File: src/rtl/pixel_readout_capture.sv
// Samples the pixel bus pairs during read12/read34 and streams each frame as four bytes.
// A frame half is dropped (overflow) unless two FIFO slots are free at sample time.
module pixel_readout_capture #(
    parameter int FIFO_DEPTH = 8,
    parameter int SAMPLE_DLY = 2
) (
    input  logic                        clk,
    input  logic                        reset,
    input  logic                        read12,
    input  logic                        read34,
    input  logic [7:0]                  pixData1,
    input  logic [7:0]                  pixData2,
    input  logic [7:0]                  pixData3,
    input  logic [7:0]                  pixData4,
    output logic [7:0]                  dout,
    output logic                        dout_valid,
    output logic                        dout_last,
    input  logic                        dout_ready,
    output logic                        frame_done,
    output logic [$clog2(FIFO_DEPTH):0] fill_level,
    output logic                        overflow,
    output logic                        seq_err
);
    localparam int AW = $clog2(FIFO_DEPTH);
    localparam logic [3:0] DLY = 4'(SAMPLE_DLY);
    localparam logic [AW:0] FILL_MAX = (AW+1)'(FIFO_DEPTH - 2);
    localparam logic [AW:0] FILL_ONE = (AW+1)'(1);
    localparam logic [AW:0] FILL_FULL = (AW+1)'(FIFO_DEPTH);

    typedef enum logic [3:0] {
        IDLE, R12, PUSH12A, PUSH12B, W12LOW,
        WAIT34, R34, PUSH34A, PUSH34B, W34LOW
    } state_t;

    state_t        state, state_nxt;
    logic [3:0]    cnt, cnt_nxt, cnt_inc;
    logic          abort, abort_nxt;
    logic [7:0]    stg_lo, stg_hi;
    logic          start12, start34, sample12, sample34;
    logic          cap12, cap34;
    logic          push, push_last, pop;
    logic [7:0]    push_byte;
    logic          set_ovf, set_seq;
    logic          space_ok;
    logic [8:0]    mem [FIFO_DEPTH];
    logic [AW-1:0] wr_ptr, rd_ptr;

    assign cnt_inc    = cnt + 4'd1;
    assign space_ok   = fill_level <= FILL_MAX;
    assign dout_valid = fill_level != '0;
    assign pop        = dout_valid & dout_ready;

    always_comb begin
        state_nxt = state;
        cnt_nxt   = cnt;
        abort_nxt = abort;
        start12   = 1'b0;
        start34   = 1'b0;
        sample12  = 1'b0;
        sample34  = 1'b0;
        cap12     = 1'b0;
        cap34     = 1'b0;
        push      = 1'b0;
        push_last = 1'b0;
        push_byte = stg_lo;
        set_ovf   = 1'b0;
        set_seq   = 1'b0;

        case (state)
            IDLE: begin
                if (read34) set_seq = 1'b1;
                else if (read12) start12 = 1'b1;
            end
            R12: begin
                if (!read12 || read34) begin
                    set_seq   = 1'b1;
                    state_nxt = IDLE;
                end else begin
                    cnt_nxt  = cnt_inc;
                    sample12 = (cnt_inc == DLY);
                end
            end
            PUSH12A: begin
                push      = 1'b1;
                push_byte = stg_lo;
                state_nxt = PUSH12B;
            end
            PUSH12B: begin
                push      = 1'b1;
                push_byte = stg_hi;
                state_nxt = W12LOW;
            end
            W12LOW: begin
                // An aborted first half must not be followed by a 34 phase.
                if (!read12) state_nxt = abort ? IDLE : WAIT34;
            end
            WAIT34: begin
                if (read12) begin
                    set_seq = 1'b1;
                    start12 = 1'b1;
                end else if (read34) begin
                    start34 = 1'b1;
                end
            end
            R34: begin
                if (!read34 || read12) begin
                    set_seq   = 1'b1;
                    state_nxt = IDLE;
                end else begin
                    cnt_nxt  = cnt_inc;
                    sample34 = (cnt_inc == DLY);
                end
            end
            PUSH34A: begin
                push      = 1'b1;
                push_byte = stg_lo;
                state_nxt = PUSH34B;
            end
            PUSH34B: begin
                push      = 1'b1;
                push_byte = stg_hi;
                push_last = 1'b1;
                state_nxt = W34LOW;
            end
            W34LOW: begin
                if (!read34) state_nxt = IDLE;
            end
            default: state_nxt = IDLE;
        endcase

        // The first high edge counts as 1, so a delay of 1 samples on entry.
        if (start12) begin
            cnt_nxt   = 4'd1;
            abort_nxt = 1'b0;
            state_nxt = R12;
            sample12  = (DLY == 4'd1);
        end
        if (start34) begin
            cnt_nxt   = 4'd1;
            state_nxt = R34;
            sample34  = (DLY == 4'd1);
        end

        if (sample12) begin
            cap12 = 1'b1;
            if (space_ok) begin
                state_nxt = PUSH12A;
            end else begin
                set_ovf   = 1'b1;
                abort_nxt = 1'b1;
                state_nxt = W12LOW;
            end
        end
        if (sample34) begin
            cap34 = 1'b1;
            if (space_ok) begin
                state_nxt = PUSH34A;
            end else begin
                set_ovf   = 1'b1;
                state_nxt = W34LOW;
            end
        end
    end

    always_ff @(posedge clk) begin
        if (!reset) begin
            state      <= IDLE;
            cnt        <= '0;
            abort      <= 1'b0;
            frame_done <= 1'b0;
            overflow   <= 1'b0;
            seq_err    <= 1'b0;
            stg_lo     <= '0;
            stg_hi     <= '0;
        end else begin
            state      <= state_nxt;
            cnt        <= cnt_nxt;
            abort      <= abort_nxt;
            frame_done <= (state == PUSH34B);
            overflow   <= overflow | set_ovf;
            seq_err    <= seq_err | set_seq;
            if (cap12) begin
                stg_lo <= pixData1;
                stg_hi <= pixData2;
            end else if (cap34) begin
                stg_lo <= pixData3;
                stg_hi <= pixData4;
            end
        end
    end

    always_ff @(posedge clk) begin
        if (push) mem[wr_ptr] <= {push_last, push_byte};
    end

    // dout/dout_last are a registered copy of the head so they hold while empty.
    always_ff @(posedge clk) begin
        if (!reset) begin
            wr_ptr     <= '0;
            rd_ptr     <= '0;
            fill_level <= '0;
            dout       <= '0;
            dout_last  <= 1'b0;
        end else begin
            if (push) wr_ptr <= wr_ptr + 1'b1;
            if (pop)  rd_ptr <= rd_ptr + 1'b1;
            case ({push, pop})
                2'b10:   fill_level <= fill_level + 1'b1;
                2'b01:   fill_level <= fill_level - 1'b1;
                default: fill_level <= fill_level;
            endcase
            if (push && (fill_level == '0 || (pop && fill_level == FILL_ONE))) begin
                {dout_last, dout} <= {push_last, push_byte};
            end else if (pop && fill_level > FILL_ONE) begin
                {dout_last, dout} <= mem[rd_ptr + 1'b1];
            end
        end
    end

    no_push_when_full: assert property (@(posedge clk) disable iff (!reset)
        push |-> (fill_level != FILL_FULL));

endmodule

File: config.mk
export PLATFORM = sky130hd
export DESIGN_NAME = pixel_readout_capture
export DESIGN_NICKNAME = d
export VERILOG_FILES = /design/src/rtl/pixel_readout_capture.sv
export SDC_FILE = /design/constraint.sdc
export NUM_CORES = 1
export LEC_CHECK = 0
export ABC_AREA = 1
export CAP_MARGIN = 20
export CORE_AREA = 2 2 97 99
export CTS_BUF_LIST = sky130_fd_sc_hd__clkbuf_16
export DETAILED_ROUTE_END_ITERATION = 12
export DIE_AREA = 0 0 99 101
export DONT_BUFFER_PORTS = 1
export GPL_TIMING_DRIVEN = 1
export PLACE_DENSITY = 0.77
export SLEW_MARGIN = 20
export SYNTH_ARGS = -nofsm -noshare
export SYNTH_HDL_FRONTEND = slang
export SYNTH_SLANG_ARGS = --single-unit
export TNS_END_PERCENT = 30
File: constraint.sdc
create_clock -name clk -period 5.7 [get_ports clk]
set_clock_uncertainty 0.05 [all_clocks]
set_input_delay 0 -clock clk [delete_from_list [all_inputs] [get_ports clk]]
set_output_delay 0 -clock clk [all_outputs]
set_load 0.005 [all_outputs]
==> results of run 1 <==
## layout make-up
type	instances	area (µm²)	area share
Tap cell	111	139	0.0208
Inverter	57	229	0.0343
Timing Repair Buffer	39	388	0.0581
Clock inverter	15	145	0.0217
Sequential cell	119	3100	0.464
Clock buffer	17	425	0.0637
Multi-Input combinational cell	417	2250	0.337
## per-stage QoR
step	hold slack, ps	power [mW]	util
CTS	37.5	2.81	0.744
detailed placement	61.2	1.77	0.638
global route	108	2.97	0.744
finish	32.8	2.82	0.744
global placement	51.6	1.76	0.638
floorplan	122	1.61	-
## layer usage
metal  routed length, µm  share of wire  track usage
met1                4980           0.41        0.301
met2                6190           0.50        0.444
met3                 823          0.067       0.0583
met4                 280          0.023        0.101
met5                   0              0            0
## Yosys cell counts, drive strengths merged
library cell	number
ha	9
o22ai	18
xor2	1
o31ai	2
o21ai	64
clkbuf	13
or2	33
nand2	113
a31oi	2
nor3b	1
nand3	42
nand3b	1
inv	54
nor2	78
o211ai	3
nor3	20
buf	8
clkinv	3
xnor2	1
dfxtp	47
nand4	1
edfxtp	72
a21oi	28
## how the worst min path moves through the flow
stage | start | endpoint | slack, ps | depth (start not counted)
after floorplan | reset | dout[0]$_SDFFE_PN0P_ | 120 | 2
after global placement | reset | dout_last$_SDFFE_PN0P_ | 50 | 2
after global routing | read12 | state[0]$_SDFFE_PN0P_ | 110 | 6
after CTS | read12 | state[2]$_SDFFE_PN0P_ | 40 | 6
final | read12 | state[2]$_SDFFE_PN0P_ | 30 | 6
after detailed placement | reset | dout_last$_SDFFE_PN0P_ | 60 | 2
## power by group through the flow
stage	logic, mW	registers, mW	clock network [mW]
floorplan	0.620	0.992	0
global placement	0.761	0.997	0
detailed placement	0.768	0.999	0
CTS	0.802	0.982	1.02
global route	0.918	0.987	1.06
finish	0.816	0.981	1.02
## registers in the layout, summed over array words and instances (netlist names)
signal,flops
stg_hi,8
seq_err,1
frame_done,1
dout_last,1
abort,1
mem,72
wr_ptr,3
stg_lo,8
cnt,4
dout,8
rd_ptr,3
state,4
fill_level,4
overflow,1
## kinds of logic after synthesis
| kind of cell | count (synthesis) | synth area share |
|---|---|---|
| fa+ha+maj | 9 | 0.0198 |
| xor+xnor | 2 | 0.00308 |
| simple gates | 289 | 0.259 |
| buf+inv | 78 | 0.0589 |
| flops | 119 | 0.545 |
| compound gates | 117 | 0.114 |
## critical path, cell delays in order, from the launching register on
cell,delay [ps]
dfxtp_1,300
buf_4,230
ha_1,260
xnor2_1,690
clkinv_1,510
nand2_1,170
nand2_1,60
nand2_1,60
nand3_1,60
nand2_1,60
dlygate4sd3_1,560
inv_1,40
==> summary.md, run 1 <==
| Metric | Value |
|---|---|
| CTS tree | built |
| Switching power | 1000 µW |
| Number of max-cap violations | 0 |
| Tcrit/Tclk final | 0.550 |
| I/O Buffers | 0 |
| DRT Pass-1 Iters | 5 |
| Row Count | 35 |
| Number of global-route vias before repair | ~4.3k |
| Later-pin clock latency in the skew report | 420 ps |
| Synth top area cells | edfxtp_1, dfxtp_1, nand2_1, o21ai_0, nor2_1 |
| Most common cell after layout, fill and taps aside | nand2_1 |
| Post-synthesis cell area | ~5700 µm² |
| Synth Warn # | 0 |
| Yosys top cell by area | edfxtp_1 |
| Most frequent cells in the layout | nand2_1, edfxtp_1, nor2_1 |
| Slew headroom | 0.327 |
| Initial Util | 0.634 |
| Setup TNS Final | 0 ps |
| Placed cells | slightly above 700 |
| Area Growth Syn to Fin | 17.4% |
| Global-route usage over all layers | 0.253 |
| Post-CTS setup buffers | 0 |
| Post-DRT Antenna Nets | 0 |
| Layout net count | about 700 |
| Synth top area share | 0.380 |
| Max FO, Critical Path | 38 |
| Share of layout cells above drive strength 1 | 0.154 |
| Max-slew violation count | 0 |
| Worst r2r path cells | 11 |
| First-pass GRT wire length | ~20000 µm |
| R2r setup slk | about 2600 ps |
| Worst-path clk slew | ~60 ps |
| Iter 0 DRT Violations | approximately 240 |
| Post-synthesis sequential area ratio | 0.545 |
| VDD IR-drop max | around 0.29 mV |
| Reg power frac | 0.348 |
| I/O Pins | 54 |
| Startpoint Class | flip-flop |
| RR Startpoint | rd_ptr[0]$_SDFFE_PN0P_ |
| FILL cells | 587 |
| Clock share of power | 0.362 |
| Worst slack at placement | 3200 ps |
| Worst Setup SP | rd_ptr[0]$_SDFFE_PN0P_ |
| Int Pwr | between 1.5 and 2 mW |
| Average wire per standard cell | between 15 and 20 µm |
| H-tree depth | 4 |
| Hold Path Class | input pin to flip-flop |
| Gate power share | 0.290 |
| Initial antenna violation count | 0 |
| Reg2reg end | dout_last$_SDFFE_PN0P_ |
| Syn Nets | 660 |
| Die Wd | between 90 and 100 µm |
| Grt total ovfl | 0 |
| Post-CTS Hold Buffers | 38 |
| Root buffer cell | clkbuf_16 |
| Routed WL | between 10000 and 15000 µm |
| Crit path DAT | ~3400 ps |
| Critical Setup Path Class | flip-flop to flip-flop |
| CTS Buffer Depth | 2 |
| Switching Share | 0.355 |
| Distinct cells, synth | 40 |
| RSZ-0062 raised after global routing | false |
| Power density over cell area | 422 nW/µm² |
| GPL Wtd Cong | between 0.8 and 0.9 |
| Max Fclk | about 320 MHz |
| Fin. Hold Viols | 0 |
| Yosys reg bits | around 120 |
| Clock Sinks | roughly 120 |
| Area post-placement | about 5700 µm² |
| Post-route minimum period | between 3000 and 4000 ps |
| Setup ws final | 2570 ps |
| Die area | 10000 µm² |
| Final cell count without fillers | slightly below 800 |
| Final Setup Violations | 0 |
| Chip height | 101 µm |
| Worst-margin pin slew | just over 1000 ps |
| Fin area | 6680 µm² |
| Worst setup EP type | flip-flop |
| Total number of vias | approximately 4.4k |
| Critical path endpoint | dout_last$_SDFFE_PN0P_ |
| Pleak | approximately 2.6 nW |
| Post-CTS resize count | 0 |
| Outcome | finished, final reports clean |
| Core ar. | between 8000 and 9000 µm² |
| Cell count after synthesis | between 600 and 700 |
| N_diodes | 0 |
| Cts bufs inserted | 17 |
| DRC errors left | 0 |
| DP HPWL | approximately 8000 µm |
| WP data required | roughly 6000 ps |
| Mean Syn Cell Area | just over 9 µm² |
| Vias/cell | 5.73 |
| Largest net degree at the start of global routing | 39 |
No activity file was read; power rests on OpenSTA's default activity.
==> run 2: changes to the inputs <==
--- a/config.mk
+++ b/config.mk
@@ -5,15 +5,15 @@
 export SDC_FILE = /design/constraint.sdc
 export NUM_CORES = 1
 export LEC_CHECK = 0
-export ABC_AREA = 1
+export ABC_AREA = 0
 export CAP_MARGIN = 20
-export CORE_AREA = 2 2 97 99
+export CORE_AREA = 2 2 101 103
 export CTS_BUF_LIST = sky130_fd_sc_hd__clkbuf_16
 export DETAILED_ROUTE_END_ITERATION = 12
-export DIE_AREA = 0 0 99 101
+export DIE_AREA = 0 0 103 105
 export DONT_BUFFER_PORTS = 1
 export GPL_TIMING_DRIVEN = 1
-export PLACE_DENSITY = 0.77
+export PLACE_DENSITY = 0.71
 export SLEW_MARGIN = 20
 export SYNTH_ARGS = -nofsm -noshare
 export SYNTH_HDL_FRONTEND = slang
==> constraint.sdc (replaced) <==
create_clock -name clk -period 2.6 [get_ports clk]
set_clock_uncertainty 0.05 [all_clocks]
set_input_delay 0 -clock clk [delete_from_list [all_inputs] [get_ports clk]]
set_output_delay 0 -clock clk [all_outputs]
set_load 0.005 [all_outputs]
==> summary.md, run 2 <==
| Metric | Value |
|---|---|
| Most common cell after layout, fill and taps aside | edfxtp_1 |
| Mean Syn Cell Area | 12.6 µm² (+36%) |
| GPL Wtd Cong | 0.855 (-4.0%) |
| Clock share of power | 0.339 (-0.023) |
| Post-DRT Antenna Nets | 0 (unchanged) |
| Total number of vias | 3720 (-16%) |
| Layout net count | 531 (-24%) |
| Iter 0 DRT Violations | 299 (+24%) |
| H-tree depth | 4 (unchanged) |
| Max FFs per register | 72 (unchanged) |
| Int Pwr | 4.48 mW (+150%) |
| Clock Sinks | 119 (unchanged) |
| Distinct cells, synth | 53 (+33%) |
| Yosys top cell by area | edfxtp_1 |
| Post-synthesis sequential area ratio | 0.574 (+0.0288) |
| Chip height | 105 µm (+4.0%) |
| Number of synthesized flops with an enable pin | 72 (unchanged) |
| Hold Path Class | input pin to flip-flop |
| I/O Buffers | 0 (unchanged) |
| Power density over cell area | 993 nW/µm² (+140%) |
| Synth Warn # | 0 (unchanged) |
| Placed cells | 561 (-20%) |
| WP data required | 2840 ps (-3120 ps) |
| Worst-margin pin slew | 655 ps (-355 ps) |
| Gate power share | 0.299 (+0.009) |
| Worst-path clk slew | 60 ps (about the same) |
| RSZ-0062 raised after global routing | false |
| Switching Share | 0.313 (-0.0414) |
| Most frequent cells after synthesis | edfxtp_1, nor2_1, dfxtp_1 |
| Core ar. | 9640 µm² (+7.4%) |
| Switching power | 2.04 mW (+100%) |
| Vias/cell | 5.90 (+3.0%) |
| Slew headroom | 0.562 (+0.235) |
| Final Setup Violations | 0 (unchanged) |
| Post-CTS setup buffers | 0 (unchanged) |
| Final cell count without fillers | 631 (-19%) |
| Initial Util | 0.561 (-0.0731) |
| Cell count after synthesis | 430 (-30%) |
| Most common cell in the synthesized netlist | edfxtp_1 |
| Average wire per standard cell | 19.4 µm (+23%) |
| DRT Pass-1 Iters | 5 (unchanged) |
| I/O Pins | 54 (unchanged) |
| Share of layout cells above drive strength 1 | 0.179 (+0.0251) |
| Fin. Hold Viols | 0 (unchanged) |
| Routed WL | 12300 µm (about the same) |
| Later-pin clock latency in the skew report | 410 ps (about the same) |
| Synth top area cells | edfxtp_1, dfxtp_1, mux4_2, mux2i_1, nor2_1 |
| CTS Buffer Depth | 2 (unchanged) |
| Worst setup EP type | flip-flop |
| Most frequent cells in the layout | edfxtp_1, nor2_1, dfxtp_1 |
| Max FO, Critical Path | 5 (-87%) |
| Yosys reg bits | 119 (unchanged) |
| Die Wd | 103 µm (+4.0%) |
| Largest net degree at the start of global routing | 30 (-23%) |
| Synth Flop Type | edfxtp_1 |
| Reg power frac | 0.362 (+0.014) |
| Area Growth Syn to Fin | 21.4% |
| Synth top area share | 0.400 (+0.0201) |
| Post-synthesis cell area | 5410 µm² (-5.0%) |
| Max-slew violation count | 0 (unchanged) |
| Crit path DAT | 2730 ps (-660 ps) |
| Startpoint Class | flip-flop |
| DP HPWL | 7220 µm (-8.9%) |
| VDD IR-drop max | 0.539 mV (+84%) |
| Initial antenna violation count | 0 (unchanged) |
| Post-route minimum period | 2480 ps (-650 ps) |
| Outcome | finished, final reports clean |
| Async S/R FF share, synth | 0 (unchanged) |
| Pleak | 2.27 nW (-12%) |
| Root buffer cell | clkbuf_16 |
| DRC errors left | 0 (unchanged) |
| Number of max-cap violations | 0 (unchanged) |
| Syn Nets | 476 (-28%) |
| Global-route usage over all layers | 0.245 (-0.00820) |
| Row Count | 36 (+2.9%) |
| Number of global-route vias before repair | 3706 (-13%) |
| Die area | 10800 µm² (+8.2%) |
| N_diodes | 0 (unchanged) |
| Tcrit/Tclk final | 0.956 (+0.406) |
| Max Fclk | 402 MHz (+26%) |
| CTS tree | built |
| Setup TNS Final | 0 ps (unchanged) |
| Critical Setup Path Class | flip-flop to flip-flop |
| Grt total ovfl | 0 (unchanged) |
| First-pass GRT wire length | 19700 µm (-0.21%) |
| Cts bufs inserted | 17 (unchanged) |
| Biggest register | mem |
[run 2: cell types whose count changed in the layout (fill, tap and decap cells not counted), sizes merged, moves of 16 or more]
cell   change
buf       +22
nor3      -16
or2       -32
o21ai     -41
mux2i     +20
mux4      +18
nor2      -25
o22ai     -16
nand3     -37
nand2     -98
inv       -43
[run 2: timing repair]
action,CTS,global route
endpoints found under the hold margin,47,0
setup endpoints to repair,0,0
resized for setup,0,0
hold buffers,38,0
[run 2: power groups by stage]
stage / Clock, mW / Combinational [mW] / Sequential (mW)
4_1_cts: 2.23 / 1.96 / 2.36
6_report: 2.21 / 1.95 / 2.36
3_3_place_gp: 0 / 1.85 / 2.38
2_1_floorplan: 0 / 1.46 / 2.35
3_5_place_dp: 0 / 1.89 / 2.39
5_1_grt: 2.32 / 2.15 / 2.38
[run 2: final timing paths]
kind                           from                endpoint  slack (ps)  cells after the start
min reg2reg  rd_ptr[1]$_SDFFE_PN0P_  rd_ptr[1]$_SDFFE_PN0P_         420                      2
max             cnt[0]$_SDFFE_PN0P_   state[3]$_SDFFE_PN0P_         120                      8
max reg2reg     cnt[0]$_SDFFE_PN0P_   state[3]$_SDFFE_PN0P_         120                      8
min                          read12      seq_err$_SDFF_PN0_          30                      5
[run 2: area by class of cell]
type,instances,area (µm²)
sequential,119,3100
clock inverter,13,91.3
timing repair buffer,60,541
multi-input combinational,275,2140
clock buffer,19,475
tap,133,166
fill,686,3080
inverter,12,45.0
[run 2: through the flow]
| step | hold slack [ps] | setup WS [ps] | total power, mW | cell area (µm²) | util |
|---|---|---|---|---|---|
| 3_3_place_gp | 73.4 | 463 | 4.23 | 5620 | 0.583 |
| 4_1_cts | 10.4 | 141 | 6.55 | 6570 | 0.681 |
| 2_1_floorplan | 113 | 222 | 3.81 | 5410 | - |
| 6_report | 25.0 | 115 | 6.52 | 6560 | 0.681 |
| 5_1_grt | 66.8 | 42.9 | 6.85 | 6560 | 0.681 |
| 3_5_place_dp | 73.3 | 395 | 4.28 | 5620 | 0.583 |
[run 2: metal layers]
layer / track usage / vias up / part of all wire
met5: 0 / - / 0
met4: 0.0733 / 0 / 0.013
met3: 0.0656 / 16 / 0.053
met2: 0.388 / 128 / 0.51
met1: 0.329 / 1850 / 0.42
li1: - / 1726 / -
[run 2: critical path: stages (launching register included)]
cell           delay (ps)
dfxtp_1               370
ha_1                  260
and2_1                170
a211oi_2              390
nor3b_1               100
buf_4                 170
nor3b_1               130
o21a_1                190
dlygate4sd3_1         540
[run 2: logic make-up (layout without fill, tap and decap cells)]
| family | after synthesis | after routing | share of synthesized area |
|---|---|---|---|
| AOI/OAI and AO/OA | 98 | 98 | 0.124 |
| xor gates and xnor gates | 12 | 12 | 0.0194 |
| adders and majority gates | 9 | 9 | 0.0208 |
| buffers and inverters | 36 | 104 | 0.0312 |
| DFF | 119 | 119 | 0.574 |
| muxes | 46 | 46 | 0.129 |
| and+or+nand+nor | 110 | 110 | 0.101 |
==> run 3: changes to the inputs <==
--- a/config.mk
+++ b/config.mk
@@ -5,15 +5,15 @@
 export SDC_FILE = /design/constraint.sdc
 export NUM_CORES = 1
 export LEC_CHECK = 0
-export ABC_AREA = 0
+export ABC_AREA = 1
 export CAP_MARGIN = 20
-export CORE_AREA = 2 2 101 103
+export CORE_AREA = 2 2 103 105
 export CTS_BUF_LIST = sky130_fd_sc_hd__clkbuf_16
 export DETAILED_ROUTE_END_ITERATION = 12
-export DIE_AREA = 0 0 103 105
+export DIE_AREA = 0 0 105 107
 export DONT_BUFFER_PORTS = 1
 export GPL_TIMING_DRIVEN = 1
-export PLACE_DENSITY = 0.71
+export PLACE_DENSITY = 0.72
 export SLEW_MARGIN = 20
 export SYNTH_ARGS = -nofsm -noshare
 export SYNTH_HDL_FRONTEND = slang
==> summary.md, run 3 (synthesized netlist as in run 1, its figures left out) <==
| Metric | Value |
|---|---|
| Outcome | finished, final reports clean |
| Chip height | 107 µm (+1.9%) |
| Root buffer cell | clkbuf_16 |
| Slew headroom | 0.292 (-0.270) |
| Iter 0 DRT Violations | 265 (-11%) |
| Global-route usage over all layers | 0.242 (-0.00297) |
| Post-route minimum period | 2410 ps (-79.9 ps) |
| Worst slack at placement | 440 ps (+45.2 ps) |
| Most frequent cells in the layout | nand2_1, edfxtp_1, nor2_1 |
| Setup TNS Final | 0 ps (unchanged) |
| Slowest stage delay, CP | 560 ps (+20 ps) |
| Critical-path top delay cell | dlygate4sd3_1 |
| Total Power | 6.08 mW (-6.7%) |
| Largest net degree at the start of global routing | 39 (+30%) |
| CTS Buffer Depth | 2 (unchanged) |
| CP top delay family | simple AND/OR/NAND/NOR gates |
| I/O Buffers | 0 (unchanged) |
| Pleak | 2.63 nW (+16%) |
| Biggest register | mem |
| Crit path DAT | 2650 ps (-80 ps) |
| VDD IR-drop max | 0.425 mV (-21%) |
| Final design utilization | 0.673 (-0.00811) |
| Routed WL | 12500 µm (+2.1%) |
| Row Count | 37 (+2.8%) |
| Final cell count without fillers | 812 (+29%) |
| Max FO, Critical Path | 19 (+14) |
| DP HPWL | 8460 µm (+17%) |
| Share of layout cells above drive strength 1 | 0.169 (-0.0101) |
| Layout net count | 709 (+34%) |
| Die Wd | 105 µm (+1.9%) |
| Total number of vias | 4402 (+18%) |
| Average wire per standard cell | 15.4 µm (-21%) |
| CTS tree | built |
| GPL Wtd Cong | 0.871 (+1.9%) |
| Hold Path Class | input pin to flip-flop |
| Worst-margin pin slew | 1060 ps (+407 ps) |
| Most common cell after layout, fill and taps aside | nand2_1 |
| Initial Util | 0.564 (+0.00310) |
| WP buf/inv | 3 (+1) |
| Max FFs per register | 72 (unchanged) |
| Power density over cell area | 896 nW/µm² (-9.8%) |
| DRT Pass-1 Iters | 6 (+1) |
| Number of global-route vias before repair | 4381 (+18%) |
| Setup ws final | 195 ps (+79.9 ps) |
| Final Setup Violations | 0 (unchanged) |
| I/O Pins | 54 (unchanged) |
| Clock Sinks | 119 (unchanged) |
| Number of max-cap violations | 0 (unchanged) |
| Crit-path cells | ha_1 > inv_1 > nand2_1 > nand2_1 > nor2_4 > nand2_4 > nor2_8 > nor2_8 > clkinv_8 > nand3_1 > dlygate4sd3_1 > a21oi_1 |
| Tcrit/Tclk final | 0.925 (-0.0307) |
| Startpoint Class | flip-flop |
| Max Fclk | 416 MHz (+3.3%) |
| Fin area | 6790 µm² (+3.5%) |
| Critical Setup Path Class | flip-flop to flip-flop |
| Worst hold slack | 55.4 ps (+30.3 ps) |
| Worst-path clk slew | 50 ps (about the same) |
| RSZ-0062 raised after global routing | false |
| DRC errors left | 0 (unchanged) |
| H-tree depth | 4 (unchanged) |
| Placed cells | 743 (+32%) |
| Core ar. | 10100 µm² (+4.7%) |
| Area Growth Syn to Fin | 19.3% |
| Post-DRT Antenna Nets | 0 (unchanged) |
| Area post-placement | 5860 µm² (+4.3%) |
| Fin. Hold Viols | 0 (unchanged) |
| Die area | 11200 µm² (+3.9%) |
| Cts bufs inserted | 17 (unchanged) |
| N_diodes | 0 (unchanged) |
| Max-slew violation count | 0 (unchanged) |
| Grt total ovfl | 0 (unchanged) |
| Later-pin clock latency in the skew report | 410 ps (about the same) |
| Vias/cell | 5.42 (-8.0%) |
| WP data required | 2840 ps (about the same) |
| Initial antenna violation count | 0 (unchanged) |
| First-pass GRT wire length | 21100 µm (+7.0%) |
| Worst setup EP type | flip-flop |
[run 3: report_power, final]
group	internal, mW	total (mW)	switching, mW
Combinational	0.605	1.82	1.22
Sequential	2.08	2.16	0.0842
Clock	1.29	2.10	0.806
Total	3.97	6.08	2.11
[run 3: what timing repair did]
item,in CTS,in global routing
gates resized for setup,0,3
buffers inserted,0,1
endpoints found under the hold margin,44,0
setup endpoints to repair,0,16
hold buffers,36,0
[run 3: final cells by class]
| type | count | area (µm²) |
|---|---|---|
| fill | 811 | 3300 |
| sequential | 119 | 3110 |
| multi-input combinational | 417 | 2260 |
| timing repair buffer | 51 | 485 |
| clock buffer | 17 | 425 |
| inverter | 57 | 229 |
| tap | 136 | 170 |
| clock inverter | 15 | 115 |
[run 3: final timing paths]
| check | startpoint | endpoint | slack (ps) | depth (start not counted) |
|---|---|---|---|---|
| worst max-delay path | cnt[0]$_SDFFE_PN0P_ | stg_hi[5]$_SDFFE_PN0P_ | 190 | 12 |
| worst min-delay path | read12 | state[0]$_SDFFE_PN0P_ | 60 | 6 |
| worst min register to register | stg_hi[2]$_SDFFE_PN0P_ | stg_hi[2]$_SDFFE_PN0P_ | 420 | 2 |
| worst max register to register | cnt[0]$_SDFFE_PN0P_ | stg_hi[5]$_SDFFE_PN0P_ | 190 | 12 |
[run 3: metal layers]
layer  GRT usage  part of all wire  up-vias
li1            -                 -     2178
met1       0.289              0.42     2071
met2       0.416              0.51      140
met3      0.0663             0.057       13
met4      0.0933             0.016        0
met5           0                 0        -
[run 3: worst register-to-register path, delay by kind of cell (launching register included)]
kind            cells  cell delay [ps]
simple gates        7              850
buf+inv             3              760
compound gates      1               60
fa+ha+maj           1              210
flops               1              350
